==> src/rtl/operand_stage.sv <==
// Decode-to-execute issue stage: register file read, pending-write scoreboard and registered handoff.
// Optional same-cycle writeback bypass is enabled by defining OPERAND_BYPASS_EN.
module operand_stage #(
    parameter int unsigned CTRL_W = 16
) (
    input  logic              clk,
    input  logic              rst_n,

    input  logic              in_valid,
    output logic              in_ready,
    input  logic [4:0]        in_rs1,
    input  logic [4:0]        in_rs2,
    input  logic [4:0]        in_rd,
    input  logic              in_rd_wen,
    input  logic [CTRL_W-1:0] in_ctrl,

    output logic [4:0]        rf_addr_a,
    output logic [4:0]        rf_addr_b,
    input  logic [31:0]       rf_data_a,
    input  logic [31:0]       rf_data_b,

    input  logic              wb_en,
    input  logic [4:0]        wb_addr,
    input  logic [31:0]       wb_data,

    input  logic              flush,

    output logic              out_valid,
    input  logic              out_ready,
    output logic [31:0]       out_op_a,
    output logic [31:0]       out_op_b,
    output logic [4:0]        out_rd,
    output logic              out_rd_wen,
    output logic [CTRL_W-1:0] out_ctrl,

    output logic [31:0]       busy_mask
);

    localparam int unsigned XLEN   = 32;
    localparam int unsigned REG_AW = 5;
    localparam int unsigned NREGS  = 32;

`ifdef OPERAND_BYPASS_EN
    localparam bit BYPASS = 1'b1;
`else
    localparam bit BYPASS = 1'b0;
`endif

    typedef struct packed {
        logic [XLEN-1:0]   op_a;
        logic [XLEN-1:0]   op_b;
        logic [REG_AW-1:0] rd;
        logic              rd_wen;
        logic [CTRL_W-1:0] ctrl;
    } issue_t;

    logic [NREGS-1:0] busy_q, busy_d;
    logic             out_valid_q, out_valid_d;
    issue_t           held_q, held_d;

    logic   byp_a_c, byp_b_c;
    logic   haz_a_c, haz_b_c, waw_c, stall_c;
    logic   accept_c, kill_c, rd_tracked_c;
    issue_t issue_c;

    assign rf_addr_a = in_rs1;
    assign rf_addr_b = in_rs2;

    // Hazard detection against the scoreboard; a writeback this cycle resolves WAW and, with bypass, RAW.
    always_comb begin
        byp_a_c      = BYPASS && wb_en && (wb_addr == in_rs1);
        byp_b_c      = BYPASS && wb_en && (wb_addr == in_rs2);
        haz_a_c      = (in_rs1 != REG_AW'(0)) && busy_q[in_rs1] && !byp_a_c;
        haz_b_c      = (in_rs2 != REG_AW'(0)) && busy_q[in_rs2] && !byp_b_c;
        rd_tracked_c = in_rd_wen && (in_rd != REG_AW'(0));
        waw_c        = rd_tracked_c && busy_q[in_rd] && !(wb_en && (wb_addr == in_rd));
        stall_c      = in_valid && (haz_a_c || haz_b_c || waw_c);
        in_ready     = !flush && !stall_c && (!out_valid_q || out_ready);
        accept_c     = in_valid && in_ready;
        kill_c       = flush && out_valid_q && held_q.rd_wen && (held_q.rd != REG_AW'(0));
    end

    // Operand selection: x0 reads as zero regardless of the register file.
    always_comb begin
        issue_c        = '0;
        issue_c.op_a   = (in_rs1 == REG_AW'(0)) ? XLEN'(0) : (byp_a_c ? wb_data : rf_data_a);
        issue_c.op_b   = (in_rs2 == REG_AW'(0)) ? XLEN'(0) : (byp_b_c ? wb_data : rf_data_b);
        issue_c.rd     = in_rd;
        issue_c.rd_wen = in_rd_wen;
        issue_c.ctrl   = in_ctrl;
    end

    // Scoreboard: clears from writeback and flush, a new issue's set takes priority.
    always_comb begin
        busy_d = busy_q;
        if (wb_en) begin
            busy_d[wb_addr] = 1'b0;
        end
        if (kill_c) begin
            busy_d[held_q.rd] = 1'b0;
        end
        if (accept_c && rd_tracked_c) begin
            busy_d[in_rd] = 1'b1;
        end
        busy_d[0] = 1'b0;
    end

    // Output register: flush beats both a new accept and the handoff to execute.
    always_comb begin
        out_valid_d = out_valid_q;
        held_d      = held_q;
        if (flush) begin
            out_valid_d = 1'b0;
        end else if (accept_c) begin
            out_valid_d = 1'b1;
            held_d      = issue_c;
        end else if (out_ready) begin
            out_valid_d = 1'b0;
        end
    end

    always_ff @(posedge clk or negedge rst_n) begin
        if (!rst_n) begin
            busy_q      <= '0;
            out_valid_q <= 1'b0;
            held_q      <= '0;
        end else begin
            busy_q      <= busy_d;
            out_valid_q <= out_valid_d;
            held_q      <= held_d;
        end
    end

    assign out_valid  = out_valid_q;
    assign out_op_a   = held_q.op_a;
    assign out_op_b   = held_q.op_b;
    assign out_rd     = held_q.rd;
    assign out_rd_wen = held_q.rd_wen;
    assign out_ctrl   = held_q.ctrl;
    assign busy_mask  = busy_q;

endmodule
==> config.mk <==
export PLATFORM = sky130hd
export DESIGN_NAME = operand_stage
export DESIGN_NICKNAME = d
export VERILOG_FILES = /design/src/rtl/operand_stage.sv
export SDC_FILE = /design/constraint.sdc
export NUM_CORES = 1
export LEC_CHECK = 0
export ABC_AREA = 0
export CORE_MARGIN = 2
export CORE_UTILIZATION = 40
export DETAILED_ROUTE_END_ITERATION = 7
export PLACE_DENSITY = 0.76
export SLEW_MARGIN = 40
export SYNTH_ARGS = -nofsm -noshare
export SYNTH_HDL_FRONTEND = slang
export SYNTH_SLANG_ARGS = --single-unit
==> constraint.sdc <==
create_clock -name clk -period 3.1 [get_ports clk]
set_clock_uncertainty 0.2 [all_clocks]
set_input_delay 0.62 -clock clk [delete_from_list [all_inputs] [get_ports clk]]
set_output_delay 0.62 -clock clk [all_outputs]
set_load 0.02 [all_outputs]
# Word level (Yosys, flattened, before mapping)
# Index checks and enable logic that the tools add are counted.
# classes
magnitude_cmp	8
eq_ne	1
muxes	20
bitwise	6
reduce_logical	32
# op_table
cell	count
$mux 32	5
$and 32x32->32	2
$not 32->32	2
$or 32x32->32	1
$lt 5x6->1 const B	5
$reduce_bool 5->1	4
$logic_and 1x1->1	17
$bmux 1 s5	3
$demux 1 s5	3
$ge 5x1->1 const B	3
$logic_not 5->1	2
$mux 1	9
$eq 5x5->1	1
$logic_not 1->1	4
$logic_or 1x1->1	3
$reduce_bool 3->1	1
$reduce_and 2->1	1
$not 1->1	1
# word_totals
regBits	118
output_inout_bits	130
wordCells	74

# Depth between registers and ports, before layout
# depth
depth_word	12
depth_mapped	11

# Worst setup path before layout
# OpenSTA, ideal clock, no wires.
# synth_path
path_kind	input -> output
from	input port in_rd[0]
to	output port in_ready
arrival_ns	2.327
slack_ns	-0.047
stages	8
cell_sequence	buf_2 > buf_2 > mux2i_1 > o32ai_1 > or4_1 > o21ai_1 > nand3_1 > a21oi_1
# synth_between
elab_chain_cells	9
# synth_rtl
element	line	rtl
start, declared	13	input logic [4:0] in_rd,
$bmux 1 s5, or another cell as far along	76	waw_c = rd_tracked_c && busy_q[in_rd] && !(wb_en && (wb_addr == in_rd));
$mux 1 (implied by the code), or another cell as far along	76	
$logic_and 1x1->1 or $logic_not 1->1 (tied branches)	76	
$logic_and 1x1->1 (*)	76	
$logic_or 1x1->1 (*)	77	stall_c = in_valid && (haz_a_c || haz_b_c || waw_c);
$logic_and 1x1->1 (*)	77	
$logic_not 1->1 (*)	78	in_ready = !flush && !stall_c && (!out_valid_q || out_ready);
$logic_and 1x1->1 (*) (2 in series)	78	
end, declared	10	output logic in_ready,
# Mark *: on every way between the ends. The rest lies on a longest branch, timed or not. The select of a mux whose other input is x is not followed.

# Final worst setup path
# Same ends and word-level chain as after synthesis.

==> impl_metrics.csv <==
group,metric,value,unit
power_and_ir_drop,power_density,624.1,nW/um2
grt,first_global_vias,6225,
logic_synthesis,ys_seq_elements,118,
power_and_ir_drop,power.share.switching,0.3148,
clock_tree,clockBufferDepth,2,
worst_setup_path,r2r_end,"out_op_b[7]",
worst_setup_path,crit_family,"simple AND/OR/NAND/NOR gates",
logic_synthesis,synthDistinctLibCells,43,
sta,setup_viol,1,
logic_synthesis,synthArstFlopShare,1.000,
grt,grt_max_degree,66,
drt,wl,21890,um
cells_and_area,fillers,1263,
cells_and_area,final_util,0.6572,
drt,wl_per_cell,19.26,um
logic_synthesis,avgSynthCellArea,10.72,um2
cells_and_area,num-nets-final,1047,
worst_setup_path,cp-start-kind,"input pin",
power_and_ir_drop,intPower,4.464,mW
logic_synthesis,syn_nets,746,
hold_path,hold_path_class,"flop to flop",
worst_setup_path,cp-end-kind,"primary output",
sta,finalMaxSlewViolations,0,
logic_synthesis,ys_seq_area_frac,0.4538,
logic_synthesis,syn_inst,607,
logic_synthesis,synthesis.area,6506,um2
power_and_ir_drop,finalPower,6.515,mW
sta,max_freq,316.1,MHz
placement,post-dp-hpwl,15930,um
cells_and_area,syn_to_final_growth,60.46,%
sta,rsz0062_at_grt,"yes",
run,drv_cap,0,
worst_setup_path,r2r_slack,310,ps
floorplanning,die_w,131.5,um
floorplanning,die-area,17300,um2
floorplanning,rows,46,
grt,grt_use_total,0.2495,
clock_tree,cts_sinks,118,
power_and_ir_drop,clkPwrFrac,0.335,
clock_tree,cts_buffers,17,
hold_path,min_to,"out_ctrl[8]",
logic_synthesis,yosys.area.top_type,"dfrtp_1",
power_and_ir_drop,pwr-share-comb,0.336,
floorplanning,start_util,0.4096,
sta,hold_viol,0,
logic_synthesis,synthTopCellsByArea,"dfrtp_1, mux2i_1, nand2_1",
logic_synthesis,synth_ff_type,"dfrtp_1",
grt,grt-ovfl-total,0,
sta,slew_headroom,0.6269,
worst_setup_path,reg2reg_from,"busy_mask[23]",
floorplanning,die_h,131.5,um
power_and_ir_drop,ir_drop,0.5012,mV
power_and_ir_drop,p_leak,5.066,nW
worst_setup_path,slowest_stage,"or4_4",
hold_path,min_from,"out_ctrl[8]",
grt,grt_pass1_wl,33810,um
worst_setup_path,crit_start,"in_rd[0]",
placement,placement.io_buffers,235,
drt,dr.pass1.iters,5,
sta,max_slew.worst_pin.slew,558.0,ps
worst_setup_path,worstPathArrival,2340,ps
worst_setup_path,path_buf_inv,3,
sta,post-route-period-util,1.021,
floorplanning,ioPinCount,269,
clock_tree,worst_skew_pair.late_latency,420,ps
grt,antenna_found_initial,0,
sta,finalSetupTns,-63.57,ps
clock_tree,clkTransAtPathRegs,50,ps
worst_setup_path,worstPathCellList,"buf_12 > buf_12 > mux2i_2 > a211oi_1 > or4_4 > o21ai_4 > nand3_2 > a21oi_2 > buf_4",
logic_synthesis,ys_top_cells_by_count,"dfrtp_1, mux2i_1, nand2_1",
worst_setup_path,cpPeakStageDelay,550,ps
sta,setup_slack,-63.57,ps
drt,viasPerCell,5.423,
clock_tree,root_buffer,"clkbuf_16",
floorplanning,core-area,15890,um2
power_and_ir_drop,p_switching,2.051,mW
clock_tree,cts_tree,"yes",
cells_and_area,n_antenna_cell,0,
logic_synthesis,netlist.area_leader.share,0.4538,
worst_setup_path,r2r_cells,10,
clock_tree,htree_levels,4,
status,violations,"negative setup slack",
power_and_ir_drop,p_seq_frac,0.329,
drt,dr.first_iter.drc_count,565,
drt,vias,6166,
worst_setup_path,critical_path_class,"input pin to primary output",
drt,ant_nets,0,
placement,gp_congestion,0.9846,
sta,fin_crit,3164,ps
logic_synthesis,ys_warn_count,0,
logic_synthesis,yosysMostFrequentCell,"dfrtp_1",
hold_path,hold_depth,1,
status,status,"finished, violations left",
drt,route.detailed.drc,0,
worst_setup_path,crit_fanout,5,
cells_and_area,drive_gt1_frac,0.2204,
worst_setup_path,crit_top_cell,"buf_12",
logic_synthesis,synth_edf_count,0,
worst_setup_path,cp.required,2280,ps
==> metrics by stage <==
step           instance area (um2)  worst slack [ps]  hold slack (ps)  std cells
2_1_floorplan                 6510             48.11            124.4        607
3_3_place_gp                  9563             -1020            275.4       1095
3_5_place_dp                  9563             -1043            283.1       1095
4_1_cts                      10380            0.3508            296.6       1137
5_1_grt                      10440            -120.0            307.5       1137
6_report                     10440            -63.57            294.6       1137
==> flip-flops by register name, indices dropped and copies added (netlist names) <==
register    cells
busy_mask      31
out_rd          5
out_op_b       32
out_op_a       32
out_rd_wen      1
out_valid       1
out_ctrl       16
==> area by class of cell <==
class,instances,area (um2),share of cell area
well taps,216,270.3,0.02589
clock buffers,21,460.4,0.04410
inverters,67,251.5,0.02409
flip-flops and latches,118,2965,0.2840
clock inverters,11,196.4,0.01882
repair buffers,336,3209,0.3074
multi-input cells,368,3087,0.2957
==> layout by cell type, fill, tap and decap left out, types with 10 or more instances in the layout <==
cell / netlist / layout
mux2_2: 11 / 11
nand3b_1: 17 / 17
mux2i_1: 86 / 83
inv_1: 67 / 67
nor2_1: 14 / 14
mux2_1: 13 / 13
nand2_1: 79 / 78
dfrtp_1: 118 / 108
clkdlybuf4s50_1: 0 / 220
mux4_2: 11 / 11
o41ai_2: 12 / 12
o31ai_1: 20 / 20
buf_4: 12 / 88
clkbuf_16: 0 / 17
o221ai_1: 31 / 31
dfrtp_2: 0 / 10
==> routing by layer <==
layer,wire [um],up-vias,track usage
li1,-,2763,-
met1,8173,2931,0.2939
met2,10450,391,0.4101
met3,2277,81,0.08102
met4,991,0,0.1232
met5,0,-,0
==> worst max-delay path by stage <==
stage / cells after the start / to
5_1_grt: 8 / in_ready
6_report: 9 / in_ready
4_1_cts: 8 / in_ready
3_3_place_gp: 9 / in_ready
3_5_place_dp: 9 / in_ready
2_1_floorplan: 8 / in_ready
==> repair_timing <==
| item | 4_1_cts | 5_1_grt |
|---|---|---|
| setup endpoints to repair | 73 | 1 |
| endpoints found under the hold margin | 11 | 0 |
| gates resized for setup | 66 | 17 |
| cloned | 3 | 0 |
| buffers inserted | 6 | 0 |
| pin swaps | 12 | 3 |
| hold buffers | 1 | 0 |
==> power by group through the flow <==
| stage | combinational (mW) | sequential [mW] | clock [mW] |
|---|---|---|---|
| detailed placement | 2.15 | 2.15 | 0 |
| global route | 2.32 | 2.18 | 2.29 |
| floorplan | 0.590 | 2.52 | 0 |
| finish | 2.19 | 2.15 | 2.18 |
| CTS | 2.19 | 2.14 | 2.22 |
| global placement | 2.13 | 2.14 | 0 |
==> cells by family after synthesis <==
kind of cell	share of synthesized area
other cells	0.0005764
buf+inv	0.08673
compound gates	0.1254
mux	0.2119
flops	0.4538
xor+xnor	0.006730
simple gates	0.1148
(Power assumes the default switching activity.)
==> variant 1, RTL diff (same settings) <==
Change the parameter `CTRL_W` from 16 to 24.
--- a/src/rtl/operand_stage.sv
+++ b/src/rtl/operand_stage.sv
@@ -3,3 +3,3 @@
 module operand_stage #(
-    parameter int unsigned CTRL_W = 16
+    parameter int unsigned CTRL_W = 24
 ) (
Ports: changed (resized in_ctrl and out_ctrl); port bits go from 269 to 285. No check against the original RTL was run, so the function may have changed too.
==> variant 1 against the original RTL <==
Sequential power up 6%. Critical path depth up 1. Total power up 3.0%. Synthesized cell count down 1.6%. Setup slack worse by 0.24 ns. First-iteration DRC count up 6.2%. Register-to-register slack worse by 0.21 ns. Highest routed layer unchanged. Critical endpoint unchanged. Combinational power up 9.6%. Sequential cell count up 8. Sequential share of layout area up 0.77 points. Synthesized area up 2.1%. The run still ends with negative setup slack left. Cell area up 3.5%. Routed wire length up 4.4%.
==> variant 1: results (changes against the original RTL) <==
routing:
  wl_per_cell_um: 19.74  # +2.5%
  drt_iter0_drc: 600  # +6.2%
yosys:
  synth_common_cells: "126 x dfrtp_1, 75 x mux2i_1, 74 x nand2_1"
  syn_inst: 597  # -1.6%
  synthDistinctLibCells: 42  # -2.3%
  syn-num-nets: 744  # -0.27%
power_and_ir_drop:
  leakage_uw: 0.005243  # +3.5%
  ir_worst_vdd_mv: 0.3983  # -21%
placed_design:
  dp_hpwl_um: 15630  # -1.9%
  port_buffers: 251  # +6.8%
  placed_area_mm2: 0.009938  # +3.9%
global_route:
  met2_usage: 0.4252  # +0.01504
  grt_pass1_vias: 6323  # +1.6%
  grt_util_met3: 0.07625  # -0.004773
  grt_use_met1: 0.3196  # +0.02576
  grt_max_degree: 127  # +92%
sta:
  layout_setup_ws_ns: -0.3020  # -0.2384 ns
  setup_violations: 1  # unchanged
layout:
  n_fill_cell: 1286  # +1.8%
  fin_nets: 1071  # +2.3%
min_path:
  hold_path.class: "in2async"
status:
  status: "complete, but fails checks"
  violations: "negative setup slack"
worst_setup_path:
  worstPathArrival_ns: 2.58  # +0.24 ns
  cp_max_fo: 6  # +1
  crit_slowest_cell: "mux4_2"
  worst_path_largest_cell_delay_ns: 0.49  # -0.06 ns
## variant 1: changes by cell type in the layout (fill, tap and decap cells not counted), sizes merged, moves of 5 or more
| cell | delta |
|---|---|
| clkdlybuf4s50 | +18 |
| o31ai | +12 |
| o41ai | -12 |
| mux2i | -11 |
| mux2 | +10 |
| mux4 | +9 |
| dfrtp | +8 |
| o32ai | -8 |
| nor2 | -7 |
| inv | +6 |
| nand2 | -5 |
| o22ai | +5 |
## variant 1: report_power, final
group / internal (uW) / switching (uW)
registers: 2020 / 260
logic: 1230 / 1170
clock network: 1250 / 782
total: 4500 / 2210
## variant 1: final cells by class
class                      count  share of cell area
antenna                        1           0.0002315
inverter                      71             0.02466
clock inverter                12             0.01239
tap                          220             0.02547
multi-input combinational    349              0.2811
clock buffer                  20             0.04318
sequential                   126              0.2917
timing repair buffer         359              0.3213
## variant 1: metrics by stage
step | total power, uW | hold WS, ns | setup slack [ns] | TNS, ns
after floorplan | 3342 | 0.1244 | 0.02732 | 0
after global placement | 4593 | 0.2748 | -1.232 | -79.17
after detailed placement | 4630 | 0.2922 | -1.211 | -80.44
after CTS | 6726 | 0.1371 | -0.3495 | -0.3495
after global routing | 7000 | 0.1444 | -0.4043 | -0.5747
final | 6714 | 0.07630 | -0.3020 | -0.3020
## variant 1: worst paths after layout
kind                                     from  cells past startpoint            to  slack [ns]
worst max register to register  busy_mask[13]                     10  out_op_a[11]        0.10
max in group asynchronous               rst_n                      2  out_ctrl[22]        2.07
worst min-delay path                    rst_n                      2  out_op_a[25]        0.08
worst max-delay path                in_rs1[0]                     10      in_ready       -0.30
min in group clk                  out_ctrl[7]                      1   out_ctrl[7]        0.30
worst min register to register    out_ctrl[7]                      1   out_ctrl[7]        0.30
## variant 1: cell families after synthesis
group                     Yosys count  share of synthesized area
DFF                               126                     0.4748
other                               1                  0.0005646
xor gates and xnor gates            4                   0.005275
AOI/OAI and AO/OA                  85                     0.1021
and+or+nand+nor                   130                    0.09571
buffers and inverters             122                    0.08308
muxes                             129                     0.2385
## variant 1: metal layers
layer  vias up  wire length [um]  share of wire
met5         -                 0              0
met4         0               801          0.035
met3        67              1960          0.086
met2       368             11200           0.49
met1      3049              8897           0.39
li1       2769                 -              -
## variant 1: repair_timing
item / in CTS / in global routing
gates resized for setup: 38 / 26
gates cloned: 3 / 0
pin swaps: 6 / 4
endpoints found under the setup margin: 126 / 111
setup buffers: 9 / 3
==> variant 2, RTL diff (same settings) <==
Made on the original files. Reset style: synchronous (`rst_n`), changed in one clocked block.
--- a/src/rtl/operand_stage.sv
+++ b/src/rtl/operand_stage.sv
@@ -121,3 +121,3 @@
 
-    always_ff @(posedge clk or negedge rst_n) begin
+    always_ff @(posedge clk) begin
         if (!rst_n) begin
Function: differs if rst_n is asserted again (counterexample within 4 cycles, from zero or initial values and one cycle with rst_n low); with rst_n held inactive, the same outputs for 4 cycles.
==> variant 2 against the original RTL <==
The flow still finishes with violations (negative setup slack). Critical path depth stayed put. Routed wire length is 2.5% lower. Cell area fell by 5.8%. Synthesized area shrank 6.4%. Critical endpoint unchanged. Sequential share of layout area decreased by 4.4 points. Setup slack improved by 0.015 ns. Fmax is 0.48% higher. Sequential cell count unchanged.
Power is not compared: it rests on default switching activity, and its combinational part moved more than twofold at a synthesized area within 25%.
==> variant 2: results (changes against the original RTL) <==
status:
  status: "complete, but fails checks"
  violations: "negative setup slack"
global_route:
  grt_pass1_vias: 6202  # -0.37%
  met2_usage: 0.4140  # +0.003844
  grt_util_met3: 0.09548  # +0.01446
  grt_usage: 0.2609  # +0.01139
  grt_max_degree: 76  # +15%
  grt_pass1_wl_um: 32750  # -3.1%
  grt_use_met1: 0.3105  # +0.01663
yosys:
  synth_edf_count: 0  # unchanged
  ys_warn_count: 0  # unchanged
  ys_seq_area_frac: 0.3881  # -0.06577
  ys_async_sr_fraction: 0  # -1.000
  syn-num-nets: 827  # +11%
  yosys-top-cells-area: "dfxtp_1 39%, mux2i_1 18%, nand2_1 13%"
  synth_flop_cell: "dfxtp_1"
  synthDistinctLibCells: 44  # +2.3%
  syn_inst: 688  # +13%
  synthXorXnorAreaFrac: 0.007194  # +0.0004635
  synth-compound-area-share: 0.1221  # -0.003288
  synth_common_cells: "216 x nand2_1, 118 x dfxtp_1, 108 x mux2i_1"
  synthMuxAreaShare: 0.2220  # +0.01007
power_and_ir_drop:
  powerDensity_mw_per_mm2: 432.5
  power_clock_uw: 1950
routing:
  wl_per_cell_um: 18.15  # -5.7%
  top_layer: "met5"
  wl_met3_um: 2434  # +6.9%
  drt_pass1_iterations: 4  # -1
  dr_total_vias: 6408  # +3.9%
  wirelength_met1_um: 8339  # +2.0%
  drt_iter0_drc: 457  # -19%
min_path:
  hold_path_startpoint: "out_op_a[7]"
  min_to: "out_op_a[7]"
  worstHoldPathCells: 2  # +1
placed_design:
  gp_congestion: 1.015  # +3.0%
  place_ws_ns: -1.246  # -0.2032 ns
  placed_area_mm2: 0.009139  # -4.4%
  dp_hpwl_um: 15420  # -3.2%
  placed_cells: 1137  # +3.8%
sta:
  setup_tns_ns: -0.04835  # +0.01522 ns
  layout_setup_ws_ns: -0.04835  # +0.01522 ns
  timing.slew.headroom: 0.4953  # -0.1316
  holdWs_ns: 0.2556  # -0.03901 ns
  setup_violations: 1  # unchanged
clock_tree:
  cts_resized: 45  # -32%
  cts_setup_buffers: 5  # -1
  clk_path_buf_depth: 2  # unchanged
layout:
  drive_gt1_frac: 0.1682  # -0.05223
  layout.cells.non_filler: 1176  # +3.4%
  multi_input_area_mm2: 0.003412  # +11%
worst_setup_path:
  rr_worst_depth: 9  # -1
  cp_max_fo: 4  # -1
  rr_endpoint: "out_op_a[22]"
  worstReg2RegStart: "busy_mask[31]"
  crit_slowest_cell: "mux4_2"
  worst_path_largest_cell_delay_ns: 0.47  # -0.08 ns
  r2r_slack_ns: 0.42  # +0.11 ns
[variant 2: worst max path at each step]
| stage | depth (start not counted) | startpoint | to |
|---|---|---|---|
| 3_3_place_gp | 9 | in_rs1[0] | in_ready |
| 2_1_floorplan | 8 | in_rs1[0] | in_ready |
| 5_1_grt | 10 | in_rd[1] | in_ready |
| 3_5_place_dp | 9 | in_rs1[0] | in_ready |
| 6_report | 9 | in_rs1[0] | in_ready |
| 4_1_cts | 8 | busy_mask[27] | in_ready |
[variant 2: tightest hold or removal path, cell delays in order, from the launching register on]
cell,delay [ns]
dfxtp_1,0.30
nand2_1,0.05
mux2i_1,0.05
[variant 2: layout make-up]
| type | count | share of cell area |
|---|---|---|
| Tap cell | 188 | 0.02391 |
| Clock inverter | 10 | 0.01323 |
| Multi-Input combinational cell | 500 | 0.3468 |
| Clock buffer | 21 | 0.04578 |
| Timing Repair Buffer | 335 | 0.3284 |
| Antenna cell | 1 | 0.0002544 |
| Sequential cell | 118 | 0.2405 |
| Inverter | 3 | 0.001145 |
